<file path="src/rtl/rs_pe_1d.sv">
// rs_pe_1d: row-stationary PE with weight scratchpad, sliding window, one time-multiplexed MAC and saturated psum output
module rs_pe_1d #(
  parameter int DATA_W   = 16,
  parameter int FRAC_W   = 8,
  parameter int FILT_LEN = 3,
  parameter int ACC_W    = 2 * DATA_W
) (
  input  logic                     clk,
  input  logic                     rst,
  input  logic                     w_valid,
  output logic                     w_ready,
  input  logic signed [DATA_W-1:0] w_data,
  input  logic                     w_reload,
  input  logic                     if_valid,
  output logic                     if_ready,
  input  logic signed [DATA_W-1:0] if_data,
  input  logic                     if_last,
  input  logic                     psum_in_valid,
  output logic                     psum_in_ready,
  input  logic signed [DATA_W-1:0] psum_in,
  output logic                     psum_out_valid,
  input  logic                     psum_out_ready,
  output logic signed [DATA_W-1:0] psum_out,
  output logic                     sat_pulse,
  output logic                     row_err
);
  localparam int IW = $clog2(FILT_LEN);
  localparam int CW = $clog2(FILT_LEN + 1);
  localparam logic [IW-1:0] LAST = IW'(FILT_LEN - 1);
  localparam logic [CW-1:0] FULL = CW'(FILT_LEN);
  localparam logic signed [ACC_W-1:0] MAX_V = ACC_W'({(DATA_W-1){1'b1}});
  localparam logic signed [ACC_W-1:0] MIN_V = ~MAX_V;
  typedef enum logic [1:0] {LOAD_W, FILL, MAC, OUT} state_t;
  state_t state;
  logic [IW-1:0] w_idx, k;
  logic [CW-1:0] win_cnt, cnt_nxt;
  logic signed [DATA_W-1:0] wspad [FILT_LEN];
  logic signed [DATA_W-1:0] win [FILT_LEN];
  logic signed [ACC_W-1:0] acc, sum;
  logic signed [2*DATA_W-1:0] prod;
  logic row_end, reload_go;
  always_comb begin
    reload_go     = state == FILL && w_reload && win_cnt == '0 && !psum_out_valid;
    w_ready       = state == LOAD_W;
    if_ready      = state == FILL && !reload_go;
    psum_in_ready = state == OUT && (!psum_out_valid || psum_out_ready);
    cnt_nxt       = win_cnt == FULL ? FULL : win_cnt + 1'b1;
    prod          = (2*DATA_W)'(win[k]) * (2*DATA_W)'(wspad[k]);
    sum           = acc + ACC_W'(psum_in);
  end
  always_ff @(posedge clk) begin
    if (rst) begin
      state          <= LOAD_W;
      w_idx          <= '0;
      k              <= '0;
      win_cnt        <= '0;
      acc            <= '0;
      row_end        <= 1'b0;
      psum_out       <= '0;
      psum_out_valid <= 1'b0;
      sat_pulse      <= 1'b0;
      row_err        <= 1'b0;
    end else begin
      sat_pulse <= 1'b0;
      row_err   <= 1'b0;
      if (psum_out_valid && psum_out_ready) psum_out_valid <= 1'b0;
      case (state)
        LOAD_W: if (w_valid) begin
          wspad[w_idx] <= w_data;
          w_idx        <= w_idx == LAST ? '0 : w_idx + 1'b1;
          if (w_idx == LAST) state <= FILL;
        end
        FILL: if (reload_go) state <= LOAD_W;
        else if (if_valid) begin
          for (int i = 0; i < FILT_LEN - 1; i++) win[i] <= win[i+1];
          win[FILT_LEN-1] <= if_data;
          if (cnt_nxt == FULL) begin
            win_cnt <= FULL;
            acc     <= '0;
            k       <= '0;
            row_end <= if_last;
            state   <= MAC;
          end else if (if_last) begin
            row_err <= 1'b1;
            win_cnt <= '0;
          end else win_cnt <= cnt_nxt;
        end
        MAC: begin
          acc <= acc + ACC_W'(prod >>> FRAC_W);
          k   <= k + 1'b1;
          if (k == LAST) state <= OUT;
        end
        OUT: if (psum_in_valid && psum_in_ready) begin
          psum_out       <= sum > MAX_V ? MAX_V[DATA_W-1:0] : sum < MIN_V ? MIN_V[DATA_W-1:0] : sum[DATA_W-1:0];
          psum_out_valid <= 1'b1;
          sat_pulse      <= sum > MAX_V || sum < MIN_V;
          win_cnt        <= row_end ? '0 : FULL - 1'b1;
          state          <= FILL;
        end
      endcase
    end
  end
endmodule

</file>
<file path="config.mk">
export PLATFORM = sky130hd
export DESIGN_NAME = rs_pe_1d
export DESIGN_NICKNAME = d
export VERILOG_FILES = /design/src/rtl/rs_pe_1d.sv
export SDC_FILE = /design/constraint.sdc
export NUM_CORES = 1
export LEC_CHECK = 0
export CORE_MARGIN = 2
export CORE_UTILIZATION = 64
export DETAILED_ROUTE_END_ITERATION = 10
export PLACE_DENSITY = 0.83
export SYNTH_ARGS = -nofsm -noshare
export SYNTH_HDL_FRONTEND = slang
export SYNTH_SLANG_ARGS = --single-unit
</file>
<file path="constraint.sdc">
create_clock -name clk -period 13.4 [get_ports clk]
set_input_delay 4.02 -clock clk [delete_from_list [all_inputs] [get_ports clk]]
set_output_delay 4.02 -clock clk [all_outputs]
set_load 0.01 [all_outputs]
</file>
==> impl_metrics.json <==
{
  "run_status": "finished clean",
  "io-pin-count": 78,
  "die_area_um2": 30300,
  "drtIter0Drc": 1247,
  "finClkSkew_ps": 16.1,
  "cts.sinks": 158,
  "core_area_um2": 28600,
  "hold_path.class": "flop to flop",
  "cts_buffers": 17,
  "wl_met3_um": 3060,
  "drv_cap": 0,
  "drv_slew": 0,
  "vias": 14400,
  "final_common_cell": "inv_1",
  "fin_tns_setup_ps": 0,
  "fin_crit_ps": 10670,
  "cp-end-kind": "flop",
  "fmax_ghz": 0.0937,
  "cts_buffer_depth": 2,
  "synth_ff_type": "edfxtp_1",
  "cpMaxStageDelayCell": "o21ai_1",
  "yosysUniqueCellTypes": 80,
  "final_nets": 2503,
  "slew-limit-headroom": 0.244,
  "grt_first_pass_wirelength_um": 73300,
  "n_fill_cell": 2057,
  "worstPathArrival_ps": 11030,
  "area_growth_pct": 9.91,
  "cts_tree": "yes",
  "postSynth.asyncResetShare": 0,
  "start_kind": "flop",
  "htreeDepth": 4,
  "firstDrtPassIters": 6,
  "post_cts_buffers": 0,
  "wl_met2_um": 21900,
  "cts_hold_buf": 0,
  "cts_resized": 0,
  "path_clk_slew_ps": 80,
  "io_buffers": 77,
  "syn_area_um2": 18500,
  "post_drt_wl_per_cell_um": 18.3,
  "rows": 62,
  "rsz0062_at_grt": "false",
  "worstPathMaxFanout": 24,
  "clock_latency_ps": 450,
  "synthCells": 1970,
  "dp.cells": 2402,
  "hold_viol": 0,
  "cpPeakStageDelay_ps": 700,
  "final_cell_mix": "inv_1 (316), fa_1 (263), nor2_1 (256), nand2_1 (191), ha_1 (147)",
  "min_period_over_period": 0.797,
  "top_layer": "met4",
  "dp_hpwl_um": 35100,
  "viasPerCell": 5.91,
  "cts-root-buf": "clkbuf_16",
  "initial_core_util": 0.646,
  "final_cells": 2435,
  "ys_seq_elements": 158,
  "synth_edf_count": 96,
  "m1WireLength_um": 17900,
  "seq_area_frac_synth": 0.223,
  "route.detailed.drc": 0,
  "antenna_found_initial": 0,
  "critical_path_class": "flop to flop",
  "synth_nets": 2436,
  "crit_required_ps": 13760,
  "grt_pass1_vias": 14900,
  "report.final.setup_viol": 0,
  "drt-total-wl_um": 44700,
  "ys.warnings.count": 0,
  "grt_max_degree": 85,
  "place_congestion": 0.970,
  "grtUsageTotal": 0.305,
  "die_w_um": 174,
  "postRouteAntennaNets": 0,
  "drive_gt1_frac": 0.0556,
  "chipHeight_um": 174,
  "timing.critical_path.mode_cell": "fa_1",
  "postSynthAreaPerCell_um2": 9.39,
  "worstMarginPinSlew_ps": 1120,
  "grt_overflow": 0
}
## critical path, delay by kind of cell, from the launching register on
kind            cells  cell delay, ps
simple gates        5            1070
fa+ha+maj           8            3760
compound gates     17            4110
xor+xnor            1             150
buf+inv             4             720
mux                 1             200
flops               1             500
## worst paths after layout
path	from	to	slack (ps)	cells past startpoint
max reg2reg	flop	acc[30]	2730	36
min reg2reg	win[1][12]	win[0][12]	450	0
max	flop	acc[30]	2730	36
min	win[1][12]	win[0][12]	450	0
## cell type report
class	instances	area [µm²]	share of cell area
inverters	316	1190	0.0583
diodes	1	2.50	0.000123
repair buffers	102	953	0.0469
well taps	384	480	0.0236
clock buffers	17	425	0.0209
multi-input cells	1442	13000	0.639
clock inverters	15	173	0.00849
flip-flops and latches	158	4130	0.203
## flip-flops by register name, indices dropped and copies added (netlist names), named ones only
register,flops
state,2
win,48
k,2
sat_pulse,1
psum_out_valid,1
acc,32
row_end,1
win_cnt,2
row_err,1
wspad,48
psum_out,16
w_idx,2
## Yosys cell counts (34+ instances only)
cell type / instances / area, µm²
a21oi_1: 85 / 425
nand2_1: 191 / 717
edfxtp_1: 96 / 2880
nor2_1: 257 / 965
dfxtp_1: 62 / 1240
o21a_1: 35 / 263
inv_1: 316 / 1190
fa_1: 263 / 5270
clkbuf_1: 39 / 146
o21ai_0: 51 / 255
mux2i_1: 34 / 340
xnor2_1: 54 / 473
ha_1: 147 / 1840
## kinds of logic after synthesis
family | count (synthesis) | share of synthesized area
buffers and inverters | 370 | 0.0765
adders and majority gates | 410 | 0.384
xor gates and xnor gates | 74 | 0.0354
and+or+nand+nor | 583 | 0.136
muxes | 35 | 0.0190
AOI/OAI and AO/OA | 340 | 0.127
DFF | 158 | 0.223
## metrics by stage
stage          cell area, µm²  hold slack [ps]  worst slack, ps   util
3_5_place_dp            19700              434             2960  0.690
5_1_grt                 20300              465             1930  0.710
2_1_floorplan           18500              425             3540      -
4_1_cts                 20300              450             2880  0.710
6_report                20300              454             2730  0.711
3_3_place_gp            19700              431             3340  0.690
## per-layer routing
layer  vias up  GRT usage
li1       6588          -
met1      7089      0.393
met2       580      0.508
met3       134     0.0582
met4         0      0.127
met5         -          0
Power is not shown: default switching activity piles up to over one toggle a cycle in this logic, so the estimate is an artifact.
